--- config.mk ---
export PLATFORM = sky130hd
export DESIGN_NAME = regfile_port_arbiter
export DESIGN_NICKNAME = d
export VERILOG_FILES = /design/src/rtl/riscv_pkg.sv /design/src/rtl/rr_arbiter2.sv /design/src/rtl/regfile_port_arbiter.sv
export SDC_FILE = /design/constraint.sdc
export NUM_CORES = 1
export LEC_CHECK = 0
export ABC_AREA = 1
export BUFFER_PORTS_ARGS = -buffer_cell sky130_fd_sc_hd__buf_4
export CAP_MARGIN = 25
export CORE_AREA = 2 2 105 107
export CTS_BUF_LIST = sky130_fd_sc_hd__clkbuf_8 sky130_fd_sc_hd__clkbuf_16
export DETAILED_ROUTE_END_ITERATION = 8
export DIE_AREA = 0 0 107 109
export GPL_ROUTABILITY_DRIVEN = 1
export PLACE_DENSITY = 0.8
export SLEW_MARGIN = 20
export SYNTH_ARGS = -nofsm -noshare
export SYNTH_HDL_FRONTEND = slang
export SYNTH_SLANG_ARGS = --single-unit
--- constraint.sdc ---
create_clock -name clk -period 2.4 [get_ports clk]
set_input_delay 0.36 -clock clk [delete_from_list [all_inputs] [get_ports clk]]
set_output_delay 0.36 -clock clk [all_outputs]
set_load 0.02 [all_outputs]
--- src/rtl/riscv_pkg.sv ---
// Shared RISC-V core definitions: register address/data widths, arbiter state
// encoding, and the non-zero address-match helper used for hazard detection.
package riscv_pkg;
    localparam int XLEN   = 32;
    localparam int REG_AW = 5;

    typedef logic [XLEN-1:0]   xdata_t;
    typedef logic [REG_AW-1:0] xaddr_t;

    typedef enum logic [1:0] {
        ST_IDLE = 2'd0,
        ST_RD   = 2'd1,
        ST_WR   = 2'd2
    } arb_state_e;

    // x0 never participates in a dependency.
    function automatic logic addr_hit(input xaddr_t a, input xaddr_t b);
        return (a != '0) && (a == b);
    endfunction
endpackage

--- src/rtl/rr_arbiter2.sv ---
// Two-requester round-robin picker. The pointer moves past the winner each
// time the caller reports that the pick was actually granted.
module rr_arbiter2 (
    input  logic clk,
    input  logic rst,
    input  logic req0_i,
    input  logic req1_i,
    input  logic adv_i,
    output logic pick0_o,
    output logic pick1_o
);
    // ptr_q == 0: wb0 has priority on a tie, ptr_q == 1: wb1 has priority.
    logic ptr_q;
    logic ptr_d;

    assign pick0_o = req0_i && (!req1_i || !ptr_q);
    assign pick1_o = req1_i && (!req0_i || ptr_q);
    assign ptr_d   = adv_i ? pick0_o : ptr_q;

    always_ff @(posedge clk or negedge rst) begin
        if (!rst) begin
            ptr_q <= 1'b0;
        end else begin
            ptr_q <= ptr_d;
        end
    end
endmodule

--- src/rtl/regfile_port_arbiter.sv ---
// Single-port register-file arbiter: one decode read vs. two writebacks, with
// write-starvation guard. Define REGFILE_ARB_BYPASS_EN to forward pending writes.
module regfile_port_arbiter
    import riscv_pkg::*;
#(
    parameter int STARVE_MAX = 4
) (
    input  logic              clk,
    input  logic              rst,
    input  logic              rd_req,
    input  logic [REG_AW-1:0] rd_rs1_addr,
    input  logic [REG_AW-1:0] rd_rs2_addr,
    output logic              rd_gnt,
    output logic              rd_valid,
    output logic [XLEN-1:0]   rd_rs1_data,
    output logic [XLEN-1:0]   rd_rs2_data,
    input  logic              wb0_req,
    input  logic [REG_AW-1:0] wb0_addr,
    input  logic [XLEN-1:0]   wb0_data,
    output logic              wb0_gnt,
    input  logic              wb1_req,
    input  logic [REG_AW-1:0] wb1_addr,
    input  logic [XLEN-1:0]   wb1_data,
    output logic              wb1_gnt,
    output logic              rf_read_en,
    output logic              rf_write_en,
    output logic [REG_AW-1:0] rf_rs1_addr,
    output logic [REG_AW-1:0] rf_rs2_addr,
    output logic [REG_AW-1:0] rf_write_addr,
    output logic [XLEN-1:0]   rf_write_data,
    input  logic [XLEN-1:0]   rf_rs1_data,
    input  logic [XLEN-1:0]   rf_rs2_data
);
    localparam int CNT_W = (STARVE_MAX < 1) ? 1 : $clog2(STARVE_MAX + 1);
    localparam logic [CNT_W-1:0] CNT_MAX = CNT_W'(STARVE_MAX);

    arb_state_e       state_q;
    logic [CNT_W-1:0] starve_q;
    logic [CNT_W-1:0] starve_d;
    logic             rd_valid_q;
    xdata_t           rs1_q;
    xdata_t           rs2_q;
    xdata_t           rs1_d;
    xdata_t           rs2_d;
    xdata_t           src1_val;
    xdata_t           src2_val;

    logic wr_pend;
    logic starve_hit;
    logic hazard;
    logic rd_gnt_w;
    logic wr_gnt_w;
    logic pick0;
    logic pick1;

    assign wr_pend    = wb0_req || wb1_req;
    assign starve_hit = wr_pend && (starve_q == CNT_MAX);

`ifdef REGFILE_ARB_BYPASS_EN
    assign hazard = 1'b0;

    // wb1 is checked last so it wins when both writers target the same source.
    always_comb begin
        src1_val = rf_rs1_data;
        src2_val = rf_rs2_data;
        if (wb0_req && addr_hit(wb0_addr, rd_rs1_addr)) src1_val = wb0_data;
        if (wb1_req && addr_hit(wb1_addr, rd_rs1_addr)) src1_val = wb1_data;
        if (wb0_req && addr_hit(wb0_addr, rd_rs2_addr)) src2_val = wb0_data;
        if (wb1_req && addr_hit(wb1_addr, rd_rs2_addr)) src2_val = wb1_data;
    end
`else
    // Without forwarding, a read must wait until every conflicting write has landed.
    assign hazard = (wb0_req && (addr_hit(wb0_addr, rd_rs1_addr) || addr_hit(wb0_addr, rd_rs2_addr)))
                 || (wb1_req && (addr_hit(wb1_addr, rd_rs1_addr) || addr_hit(wb1_addr, rd_rs2_addr)));
    assign src1_val = rf_rs1_data;
    assign src2_val = rf_rs2_data;
`endif

    assign rs1_d = (rd_rs1_addr == '0) ? '0 : src1_val;
    assign rs2_d = (rd_rs2_addr == '0) ? '0 : src2_val;

    // Grants are gated by rst so they drop the instant reset asserts.
    assign rd_gnt_w = rst && rd_req && !starve_hit && !hazard;
    assign wr_gnt_w = rst && wr_pend && !rd_gnt_w;

    rr_arbiter2 u_rr (
        .clk     (clk),
        .rst     (rst),
        .req0_i  (wb0_req),
        .req1_i  (wb1_req),
        .adv_i   (wr_gnt_w),
        .pick0_o (pick0),
        .pick1_o (pick1)
    );

    assign rd_gnt        = rd_gnt_w;
    assign wb0_gnt       = wr_gnt_w && pick0;
    assign wb1_gnt       = wr_gnt_w && pick1;
    assign rf_read_en    = rd_gnt_w;
    assign rf_rs1_addr   = rd_gnt_w ? rd_rs1_addr : '0;
    assign rf_rs2_addr   = rd_gnt_w ? rd_rs2_addr : '0;
    assign rf_write_addr = wb0_gnt ? wb0_addr : (wb1_gnt ? wb1_addr : '0);
    assign rf_write_data = wb0_gnt ? wb0_data : (wb1_gnt ? wb1_data : '0);
    assign rf_write_en   = wr_gnt_w && (rf_write_addr != '0);

    assign rd_valid    = rd_valid_q;
    assign rd_rs1_data = rs1_q;
    assign rd_rs2_data = rs2_q;

    always_comb begin
        starve_d = starve_q;
        if (!wr_pend || wr_gnt_w) begin
            starve_d = '0;
        end else if (starve_q != CNT_MAX) begin
            starve_d = starve_q + 1'b1;
        end
    end

    always_ff @(posedge clk or negedge rst) begin
        if (!rst) begin
            state_q    <= ST_IDLE;
            starve_q   <= '0;
            rd_valid_q <= 1'b0;
            rs1_q      <= '0;
            rs2_q      <= '0;
        end else begin
            starve_q   <= starve_d;
            rd_valid_q <= rd_gnt_w;
            if (rd_gnt_w) begin
                rs1_q <= rs1_d;
                rs2_q <= rs2_d;
            end
            // State records the operation issued this cycle.
            unique case (state_q)
                ST_IDLE: state_q <= rd_gnt_w ? ST_RD : (wr_gnt_w ? ST_WR : ST_IDLE);
                ST_RD:   state_q <= rd_gnt_w ? ST_RD : (wr_gnt_w ? ST_WR : ST_IDLE);
                ST_WR:   state_q <= wr_gnt_w ? ST_WR : (rd_gnt_w ? ST_RD : ST_IDLE);
                default: state_q <= ST_IDLE;
            endcase
        end
    end
endmodule

==> results.tsv, run 1 <==
stage	metric	value	unit
status	status	finished with violations	
status	failing checks	negative setup slack	
layout	register area	1730	um2
drt	ANT nets after route	0	
layout	Antenna diodes	0	
yosys	mux cell area share after synthesis	0	%
clocking	clock buffer count from CTS	9	
timing	Max transition margin	45.2	%
yosys	Synth Warn #	0	
layout	layout cells sized above 1	45.6	%
layout	FILL cells	947	
drt	via/cell ratio	4.70	
global_routing	overall routing resource usage	22.3	%
timing	hold_ws	278	ps
yosys	Synth Area per Inst	6.97	um2
power_and_ir_drop	IR drop worst, VDD	0.000652	V
clocking	CTS clock-pin slew for the worst setup and hold paths	70	ps
yosys	largest cells by area after synthesis	dfrtp_1, nand2_1, o21ai_0	
layout	design area	6600	um2
global_routing	busiest grt layer	met2	
timing	skew final	7.24	ps
yosys	Synth Area in Simple Gates	34.5	%
global_routing	first-pass GRT wire length	20100	um
yosys	predominant post-synthesis flop cell	dfrtp_1	
layout	final net count	965	
clocking	CTS H-Tree Depth	3	
global_routing	met1 usage	25.7	%
timing	min cycle time layout	2420	ps
timing	Hold Vio Cnt, Final	0	
power_and_ir_drop	PD cells	704	nW/um2
timing	worst-margin pin slew	822	ps
yosys	most frequent cells after synthesis	nand2_1, dfrtp_1, o21ai_0, inv_1, nor2_1	
drt	Residual DRC	0	
timing	Setup WS post-layout	-20.1	ps
yosys	Compound-Gate Fraction of Synth Area	9.68	%
critical_path	Startpoint Class	primary input	
yosys	xor-xnor portion of the synthesized cell area	1.63	%
floorplan	Core Rows	38	
floorplan	die area	11700	um2
yosys	top-area cell type share of the netlist area	45.8	%
timing	period utilization	101	%
yosys	FF+latch count, synth	69	
place	RePlAce Congestion	0.942	
global_routing	vias in the first global route	4076	
yosys	post-synth top area cell	dfrtp_1	
floorplan	Initial Util	35.6	%
place	Post-DP Area	5890	um2
yosys	sequential area share after synthesis	45.8	%
job	MaxCap Viol Count	0	
place	dpl hpwl	9960	um
critical_path	worst path required time	2040	ps
yosys	Synth Instances	541	
yosys	adder-cell area share of the yosys netlist	0.663	%
global_routing	GR Layer Usage met3	6.75	%
floorplan	die height	109	um
yosys	asr flop ratio synth	100	%
global_routing	met2 GRT Util	38.6	%
yosys	combinational family with the most area after synthesis	simple AND/OR/NAND/NOR gates	
critical_path	CP Capture Type	output port	
clocking	clock root cell	clkbuf_8	
layout	Final Core Density	62.2	%
drt	Routed WL	13900	um
drt	DRT Pass-1 Iters	4	
power_and_ir_drop	P_leak	0.00374	uW
yosys	Synth cell types	24	
drt	routed vias	4488	
clocking	clk sink count	69	
clocking	CTS tree	done	
critical_path	WS Path Type	primary input to output port	
drt	routed len/inst	14.6	um
yosys	number of synthesized flops with an enable pin	0	
critical_path	Most Frequent Cell on Critical Path	nand2_1	
timing	Max Clk Rate	413	MHz
timing	RSZ-0062 raised after global routing	yes	
drt	Starting DRT DRC Count	269	
global_routing	initial antenna violation count	0	
critical_path	Worst Path Arrival	2060	ps
clocking	clock latency on the worst-skew pair	340	ps
yosys	Synth Cell Area	3770	um2
global_routing	total gr overflow	0	
timing	endpoints failing setup	9	
timing	Max Slew Vio Count	0	
place	buffers added on ports	269	
critical_path	CP cell instances	dlygate4sd3_1 > buf_4 > o211a_1 > nand3_4 > nand2_4 > inv_8 > nand2_8 > clkinv_8 > nand2_1 > nand2_1 > buf_6	
layout	multi-input gate area in the final layout	1970	um2
yosys	count leader, synth	nand2_1	
global_routing	largest net degree at the start of global routing	73	
clocking	CTS Buffer Depth	2	
floorplan	Die X	107	um
hold_path	HP Class	primary input to register	
critical_path	CP Max Fanout	8	
layout	area grow syn2layout	74.9	%
floorplan	Core Region	10600	um2
critical_path	Largest stage delay, worst path	550	ps
yosys	syn nets	696	
floorplan	I/O pin cnt	270	
critical_path	CP max stage cell	dlygate4sd3_1	
[metrics by stage]
| step | worst slack, ps | power [uW] | cells | TNS, ps |
|---|---|---|---|---|
| 4_1_cts | 3.97 | 4620 | 954 | 0 |
| 3_3_place_gp | 134 | 3430 | 930 | 0 |
| 3_5_place_dp | 117 | 3460 | 930 | 0 |
| 2_1_floorplan | 317 | 2540 | 541 | 0 |
| 6_report | -20.1 | 4640 | 954 | -81.5 |
| 5_1_grt | -126 | 4920 | 954 | -3120 |
[worst max-delay path: cells and delay by family]
kind | cells | cell delay [ps]
AND/OR/NAND/NOR | 5 | 520
AO/OA/AOI/OAI | 1 | 190
buffers and inverters | 5 | 980
[cells in the final DEF (no fill, tap or decap), types with 3 or more instances in the layout]
| master | synthesis | final |
|---|---|---|
| xnor2_1 | 5 | 5 |
| inv_1 | 25 | 24 |
| o21ai_0 | 68 | 68 |
| nand3_1 | 8 | 8 |
| nand2_4 | 1 | 5 |
| clkbuf_8 | 0 | 11 |
| nor2_1 | 23 | 21 |
| clkinv_8 | 0 | 6 |
| nand4_1 | 11 | 11 |
| buf_12 | 0 | 3 |
| dfrtp_1 | 69 | 69 |
| buf_4 | 4 | 246 |
| inv_2 | 5 | 6 |
| a21oi_1 | 3 | 3 |
| nor3_1 | 3 | 3 |
| nand2_2 | 2 | 50 |
| buf_6 | 4 | 32 |
| nand2_1 | 280 | 226 |
[routing by layer]
metal | vias up | routed length, um
met1 | 2014 | 5060
li1 | 2225 | -
met5 | - | 0
met2 | 216 | 7130
met3 | 33 | 1290
met4 | 0 | 421
[what timing repair did]
action,CTS,global route
pin swaps,2,36
setup buffers,3,0
resized for setup,34,93
hold buffers,1,0
endpoints found under the setup margin,42,36
hold endpoints to repair,1,0
cloned,5,0
[cell families after synthesis]
| logic type | Yosys count |
|---|---|
| buf+inv | 61 |
| xor+xnor | 7 |
| compound gates | 72 |
| flops | 69 |
| fa+ha+maj | 2 |
| simple gates | 330 |
[state kept, by name (all words and copies together), names as in the netlist]
signal / flops
starve_q: 3
rd_valid: 1
rd_rs1_data: 32
u_rr.ptr_q: 1
rd_rs2_data: 32
[cell type report]
| type | count | area share [%] |
|---|---|---|
| inverters | 32 | 2.31 |
| repair buffers | 282 | 34.5 |
| repair inverters | 5 | 1.16 |
| clock buffers | 11 | 2.29 |
| well taps | 140 | 2.66 |
| flip-flops and latches | 69 | 26.2 |
| clock inverters | 4 | 1.10 |
| multi-input cells | 411 | 29.8 |
[where the power goes]
group	total (uW)	leakage (uW)	switching (uW)	internal, uW
registers	1640	0.000859	176	1470
logic	1950	0.00276	1070	878
clock network	1050	0.000117	421	634
[worst paths after layout]
path	from	end	slack, ps	depth (start not counted)
max in group asynchronous	rst	rd_rs1_data[13]	1040	3
min in group asynchronous	rst	u_rr.ptr_q	370	2
hold / removal	rf_rs2_data[10]	rd_rs2_data[10]	280	3
setup reg to reg	starve_q[0]	rd_rs2_data[14]	440	9
setup / recovery	rst	rf_write_data[18]	-20	11
hold reg to reg	u_rr.ptr_q	u_rr.ptr_q	480	2
No activity file was read; power rests on OpenSTA's default activity.
==> inputs of run 2 (changes only) <==
--- a/config.mk
+++ b/config.mk
@@ -5,15 +5,15 @@
 export SDC_FILE = /design/constraint.sdc
 export NUM_CORES = 1
 export LEC_CHECK = 0
-export ABC_AREA = 1
 export BUFFER_PORTS_ARGS = -buffer_cell sky130_fd_sc_hd__buf_4
 export CAP_MARGIN = 25
-export CORE_AREA = 2 2 105 107
+export CORE_MARGIN = 2
+export CORE_UTILIZATION = 37
 export CTS_BUF_LIST = sky130_fd_sc_hd__clkbuf_8 sky130_fd_sc_hd__clkbuf_16
 export DETAILED_ROUTE_END_ITERATION = 8
-export DIE_AREA = 0 0 107 109
 export GPL_ROUTABILITY_DRIVEN = 1
-export PLACE_DENSITY = 0.8
+export PLACE_DENSITY = 0.85
+export REMOVE_ABC_BUFFERS = 1
 export SLEW_MARGIN = 20
 export SYNTH_ARGS = -nofsm -noshare
 export SYNTH_HDL_FRONTEND = slang
==> constraint.sdc (replaced) <==
create_clock -name clk -period 2.21 [get_ports clk]
set_input_delay 0.3315 -clock clk [delete_from_list [all_inputs] [get_ports clk]]
set_output_delay 0.3315 -clock clk [all_outputs]
set_load 0.02 [all_outputs]
==> results.tsv, run 2 <==
stage	metric	value	unit	change
floorplan	Core Rows	36		-5.3%
drt	Starting DRT DRC Count	296		+10%
yosys	Synth Area per Inst	8.18	um2	+17%
clocking	clock buffer count from CTS	9		unchanged
timing	worst-margin pin slew	855	ps	+32.8 ps
drt	routed len/inst	17.2	um	+18%
layout	Final Core Density	66.5	%	+4.3 points
place	Post-DP Area	6010	um2	+2.0%
clocking	CTS tree	done		
yosys	Synth Instances	463		-14%
place	Inst Count DP	847		-8.9%
timing	Max Clk Rate	434	MHz	
yosys	Synth Warn #	0		unchanged
timing	Hold Vio Cnt, Final	0		unchanged
clocking	CTS clock-pin slew for the worst setup and hold paths	80	ps	about the same
drt	Routed WL	15000	um	+7.8%
timing	skew final	9.88	ps	+2.64 ps
drt	Residual DRC	0		unchanged
power_and_ir_drop	total power	5020	uW	+8.1%
timing	min cycle time layout	2300	ps	
layout	FILL cells	804		-15%
clocking	clock root cell	clkbuf_8		
layout	final std cells w/o fill	873		-8.5%
layout	area grow syn2layout	73.1	%	
timing	period utilization	104	%	
layout	commonest non-fill, non-tap cell in the layout	buf_4		
clocking	CTS Buffer Depth	2		unchanged
critical_path	WS Path Type	primary input to output port		
drt	via/cell ratio	5.26		+12%
critical_path	R2R Path Start	starve_q[1]		
global_routing	total gr overflow	0		unchanged
hold_path	HP Class	primary input to register		
timing	hold_ws	224	ps	-54.2 ps
yosys	count leader, synth	o21ai_0		
yosys	predominant post-synthesis flop cell	dfrtp_1		
global_routing	overall routing resource usage	25.4	%	+3.1 points
power_and_ir_drop	P_leak	0.00334	uW	-11%
layout	final net count	890		-7.8%
yosys	Synth cell types	29		+21%
drt	DRT Pass-1 Iters	5		+1
layout	layout cells sized above 1	47.0	%	+1.4 points
job	MaxCap Viol Count	0		unchanged
layout	most frequent cells in the layout	buf_4, o21ai_0, nand2_1, dfrtp_1		
hold_path	cell depth of the worst hold path	3		unchanged
yosys	number of synthesized flops with an enable pin	0		unchanged
floorplan	die height	105	um	-3.5%
status	failing checks	negative setup slack		
critical_path	Worst Path Arrival	1970	ps	-90 ps
timing	Setup WS post-layout	-94.8	ps	-74.7 ps
yosys	post-synth top area cell	dfrtp_1		
yosys	FF+latch count, synth	69		unchanged
critical_path	CP Max Fanout	13		+5
yosys	asr flop ratio synth	100	%	unchanged
yosys	Synth Cell Area	3790	um2	+0.43%
clocking	CTS H-Tree Depth	3		unchanged
floorplan	Initial Util	38.4	%	+2.8 points
critical_path	worst path required time	1880	ps	-160 ps
drt	ANT nets after route	0		unchanged
global_routing	first-pass GRT wire length	22700	um	+13%
layout	design area	6560	um2	-0.59%
hold_path	HP Start	rf_rs2_data[4]		
drt	routed vias	4590		+2.3%
floorplan	Core Region	9860	um2	-7.0%
floorplan	die area	11100	um2	-5.1%
power_and_ir_drop	PD cells	766	nW/um2	+8.8%
layout	Antenna diodes	0		unchanged
critical_path	CP Capture Type	output port		
clocking	clock latency on the worst-skew pair	340	ps	about the same
power_and_ir_drop	IR drop worst, VDD	0.000349	V	-47%
timing	RSZ-0062 raised after global routing	yes		
hold_path	worst hold endpoint	rd_rs2_data[4]		
critical_path	Worst R2R End	rd_rs2_data[12]		
yosys	most frequent cells after synthesis	o21ai_0, nand2_1, dfrtp_1, nor2_1, a22oi_1		
yosys	largest cells by area after synthesis	dfrtp_1, o21ai_0, a22oi_1		
place	buffers added on ports	269		unchanged
timing	Max transition margin	43.0	%	-2.2 points
yosys	sequential area share after synthesis	45.6	%	-0.20 points
place	RePlAce Congestion	0.866		-8.1%
place	dpl hpwl	10600	um	+6.3%
global_routing	vias in the first global route	4422		+8.5%
yosys	top-area cell type share of the netlist area	45.6	%	-0.20 points
floorplan	Die X	105	um	-1.7%
critical_path	reg2reg setup slack	320	ps	-120 ps
timing	Max Slew Vio Count	0		unchanged
status	status	finished with violations		
floorplan	I/O pin cnt	270		unchanged
critical_path	Register-to-Register Path Depth	8		-1
global_routing	largest net degree at the start of global routing	68		-6.8%
global_routing	initial antenna violation count	0		unchanged
timing	endpoints failing setup	50		+41
clocking	clk sink count	69		unchanged
critical_path	Startpoint Class	primary input		
## run 2: changes by cell type after synthesis, moves of 12 or more
cell / before / now
nand2_1: 280 / 74
a22oi_1: 0 / 38
o21ai_0: 68 / 101
o21ai_1: 0 / 30
nor2_1: 23 / 46
inv_1: 25 / 4
clkbuf_1: 12 / 30
xor2_1: 2 / 18
and2_1: 0 / 12
## run 2: critical path: stages
cell	delay [ps]
buf_4	130
xor2_1	160
nor3_2	210
a32oi_2	170
nor3b_4	210
or2_4	190
clkinv_8	90
buf_16	160
nor2_1	140
buf_4	160
## run 2: area by class of cell
| cell class | instances | area [um2] | share of cell area (%) |
|---|---|---|---|
| clock buffers | 9 | 124 | 1.89 |
| clock inverters | 7 | 105 | 1.60 |
| inverters | 5 | 31.3 | 0.477 |
| multi-input cells | 348 | 1990 | 30.3 |
| flip-flops and latches | 69 | 1730 | 26.3 |
| well taps | 133 | 166 | 2.54 |
| repair buffers | 302 | 2420 | 36.9 |
## run 2: cell families after synthesis
kind of cell / share of synthesized area [%]
xor+xnor: 4.85
buf+inv: 5.55
mux: 0.264
compound gates: 27.0
flops: 45.6
simple gates: 16.1
fa+ha+maj: 0.660
## run 2: timing repair
item,in CTS,in global routing
gates resized for setup,28,30
pin swaps,7,14
gates cloned,1,1
endpoints found under the setup margin,52,52
hold endpoints to repair,2,0
hold buffers,1,0
buffers inserted,4,3
## run 2: how the worst max path moves through the flow
| stage | from | endpoint | slack [ps] | depth (start not counted) |
|---|---|---|---|---|
| 6_report | rd_rs1_addr[3] | rf_write_data[19] | -90 | 10 |
| 5_1_grt | rd_rs1_addr[3] | rf_write_data[23] | -170 | 10 |
| 4_1_cts | starve_q[1] | rf_rs1_addr[0] | -130 | 9 |
| 3_5_place_dp | wb0_addr[1] | rf_rs1_addr[4] | -60 | 10 |
| 3_3_place_gp | wb0_addr[1] | rf_rs2_addr[1] | -5 | 10 |
| 2_1_floorplan | rd_rs1_addr[3] | rf_write_addr[0] | -1620 | 7 |
## run 2: routing by layer
metal	global-route usage, %	share of wire [%]
met2	42.6	51
met3	4.30	5.4
met5	0	0
met1	33.3	41
met4	7.71	2.4
## run 2: metrics by stage
stage / TNS, ps / worst slack (ps)
global route: -7170 / -169
global placement: -5.92 / -4.64
CTS: -4350 / -125
detailed placement: -616 / -62.0
finish: -3310 / -94.8
floorplan: -144160 / -1620
## run 2: power by group
group	total [uW]	switching, uW	internal, uW
clock	1190	535	655
sequential	1700	151	1550
combinational	2130	1150	980
==> inputs of run 3 (changes only) <==
--- a/config.mk
+++ b/config.mk
@@ -7,12 +7,12 @@
 export LEC_CHECK = 0
 export BUFFER_PORTS_ARGS = -buffer_cell sky130_fd_sc_hd__buf_4
 export CAP_MARGIN = 25
-export CORE_MARGIN = 2
-export CORE_UTILIZATION = 37
+export CORE_MARGIN = 5
+export CORE_UTILIZATION = 41
 export CTS_BUF_LIST = sky130_fd_sc_hd__clkbuf_8 sky130_fd_sc_hd__clkbuf_16
 export DETAILED_ROUTE_END_ITERATION = 8
 export GPL_ROUTABILITY_DRIVEN = 1
-export PLACE_DENSITY = 0.85
+export PLACE_DENSITY = 0.88
 export REMOVE_ABC_BUFFERS = 1
 export SLEW_MARGIN = 20
 export SYNTH_ARGS = -nofsm -noshare
==> constraint.sdc (replaced) <==
create_clock -name clk -period 2.2 [get_ports clk]
set_input_delay 0.33 -clock clk [delete_from_list [all_inputs] [get_ports clk]]
set_output_delay 0.33 -clock clk [all_outputs]
set_load 0.02 [all_outputs]
==> results.tsv, run 3 (synthesis results as in run 2) <==
stage	metric	value	unit	change
timing	endpoints failing setup	52		+4.0%
timing	Max transition margin	43.9	%	+0.89 points
timing	TNS Setup	-5510	ps	-2210 ps
layout	final net count	887		-0.34%
floorplan	Die X	106	um	+0.89%
drt	via/cell ratio	5.37		+2.1%
critical_path	Largest stage delay, worst path	380	ps	+170 ps
clocking	clock root cell	clkbuf_8		
layout	Antenna diodes	0		unchanged
global_routing	initial antenna violation count	0		unchanged
place	Inst Count DP	820		-3.2%
global_routing	largest net degree at the start of global routing	69		+1.5%
critical_path	CP cell instances	inv_2 > ha_4 > o211ai_1 > o2111ai_4 > or2_4 > clkinv_8 > buf_8 > and2_4 > buf_6		
timing	Setup WS post-layout	-146	ps	-51.4 ps
critical_path	Worst Path Arrival	2020	ps	+50 ps
critical_path	CP Max Fanout	7		-6
drt	Residual DRC	0		unchanged
critical_path	WS Path Type	register to output port		
hold_path	HP Class	primary input to register		
status	status	finished with violations		
timing	worst-margin pin slew	841	ps	-13.4 ps
place	dpl ws	-69.1	ps	-7.18 ps
floorplan	Core Region	9110	um2	-7.7%
place	RePlAce Congestion	0.924		+6.7%
power_and_ir_drop	PD cells	745	nW/um2	-2.7%
drt	Starting DRT DRC Count	266		-10%
timing	RSZ-0062 raised after global routing	yes		
status	failing checks	negative setup slack		
global_routing	first-pass GRT wire length	23100	um	+1.8%
timing	min cycle time layout	2350	ps	
clocking	CTS clock-pin slew for the worst setup and hold paths	80	ps	about the same
layout	final std cells w/o fill	847		-3.0%
critical_path	CP top delay family	simple AND/OR/NAND/NOR gates		
timing	Max Clk Rate	426	MHz	
hold_path	HP Start	rf_rs1_data[21]		
global_routing	overall routing resource usage	25.5	%	+0.18 points
drt	DRT Pass-1 Iters	5		unchanged
clocking	clk sink count	69		unchanged
power_and_ir_drop	Clk pwr share	20.1	%	-3.6 points
critical_path	CP Capture Type	output port		
global_routing	total gr overflow	0		unchanged
layout	Final Core Density	72.7	%	+6.2 points
power_and_ir_drop	P_leak	0.00332	uW	-0.53%
power_and_ir_drop	P_int	3110	uW	-2.3%
critical_path	CP max stage cell	dfrtp_1		
power_and_ir_drop	sequential share of power	34.7	%	+0.9 points
timing	period utilization	107	%	
power_and_ir_drop	sw power	1830	uW	-0.78%
power_and_ir_drop	sw frac	37.0	%	+0.37 points
drt	routed len/inst	18.4	um	+7.0%
power_and_ir_drop	total power	4930	uW	-1.8%
hold_path	worst hold endpoint	rd_rs1_data[21]		
timing	skew final	6.91	ps	-2.97 ps
global_routing	vias in the first global route	4340		-1.9%
power_and_ir_drop	IR drop worst, VDD	0.000607	V	+74%
timing	Max Slew Vio Count	0		unchanged
critical_path	Startpoint Class	register		
critical_path	Register-to-Register Path Depth	8		unchanged
place	buffers added on ports	269		unchanged
drt	ANT nets after route	0		unchanged
floorplan	die area	11300	um2	+1.8%
critical_path	Worst R2R End	rd_rs2_data[9]		
critical_path	Critical path buffers and inverters	4		unchanged
power_and_ir_drop	Comb power frac	45.2	%	+2.7 points
layout	most frequent cells in the layout	buf_4, o21ai_0, nand2_1, dfrtp_1, a22oi_1		
layout	commonest non-fill, non-tap cell in the layout	buf_4		
clocking	CTS Buffer Depth	2		unchanged
place	dpl hpwl	11200	um	+5.6%
layout	layout cells sized above 1	48.1	%	+1.1 points
timing	Hold Vio Cnt, Final	0		unchanged
floorplan	I/O pin cnt	270		unchanged
drt	Routed WL	15600	um	+3.8%
clocking	clock buffer count from CTS	9		unchanged
clocking	clock latency on the worst-skew pair	340	ps	about the same
critical_path	R2R Path Start	starve_q[0]		
floorplan	Initial Util	41.6	%	+3.2 points
hold_path	cell depth of the worst hold path	3		unchanged
floorplan	die height	106	um	+0.89%
layout	area grow syn2layout	74.8	%	
clocking	CTS H-Tree Depth	3		unchanged
critical_path	reg2reg setup slack	380	ps	+60 ps
drt	routed vias	4549		-0.89%
floorplan	Core Rows	35		-2.8%
clocking	CTS tree	done		
job	MaxCap Viol Count	0		unchanged
critical_path	worst path required time	1870	ps	about the same
## run 3: layer usage
| layer | vias up | GRT usage, % | wire length [um] |
|---|---|---|---|
| li1 | 2136 | - | - |
| met1 | 2179 | 33.2 | 6130 |
| met2 | 205 | 42.9 | 8060 |
| met3 | 29 | 5.28 | 991 |
| met4 | 0 | 7.40 | 377 |
| met5 | - | 0 | 0 |
## run 3: worst reg2reg max path, cell delays in order, from the launching register on
cell,delay (ps)
dfrtp_1,380
inv_2,60
ha_4,160
o211ai_1,120
o2111ai_4,150
or2_4,310
buf_4,160
buf_4,200
o21ai_0,200
## run 3: worst max-delay path by stage
stage / startpoint / to / slack [ps] / cells past startpoint
floorplan: rd_rs1_addr[3] / rf_write_addr[0] / -1630 / 7
global placement: wb0_addr[3] / rf_rs2_addr[4] / -30 / 10
detailed placement: wb0_addr[4] / rf_rs1_addr[1] / -70 / 10
CTS: starve_q[0] / rf_rs2_addr[0] / -140 / 9
global route: starve_q[0] / rf_rs1_addr[4] / -260 / 9
finish: starve_q[0] / rf_rs1_addr[4] / -150 / 9
## run 3: power groups by stage
stage / Clock [uW] / Combinational, uW / Sequential (uW)
detailed placement: 0 / 1990 / 1740
global route: 1080 / 2380 / 1750
finish: 993 / 2230 / 1710
global placement: 0 / 1940 / 1720
floorplan: 0 / 612 / 2050
CTS: 1030 / 2080 / 1710
## run 3: cell type report
type,count,area (um2)
repair buffers,299,2490
clock buffers,9,124
well taps,111,139
inverters,5,31.3
multi-input cells,348,2050
fillers,668,2490
flip-flops and latches,69,1730
clock inverters,6,63.8
## run 3: what timing repair did
action	4_1_cts	5_1_grt
gates cloned	1	3
hold endpoints to repair	1	0
hold buffers	1	0
buffers inserted	4	3
resized for setup	23	62
pin swaps	7	25
endpoints found under the setup margin	52	52
## run 3: through the flow
step | hold WS [ps] | instance area, um2
floorplan | 34.4 | 3600
global placement | 150 | 5970
detailed placement | 151 | 5970
CTS | 210 | 6300
global route | 205 | 6620
finish | 224 | 6620
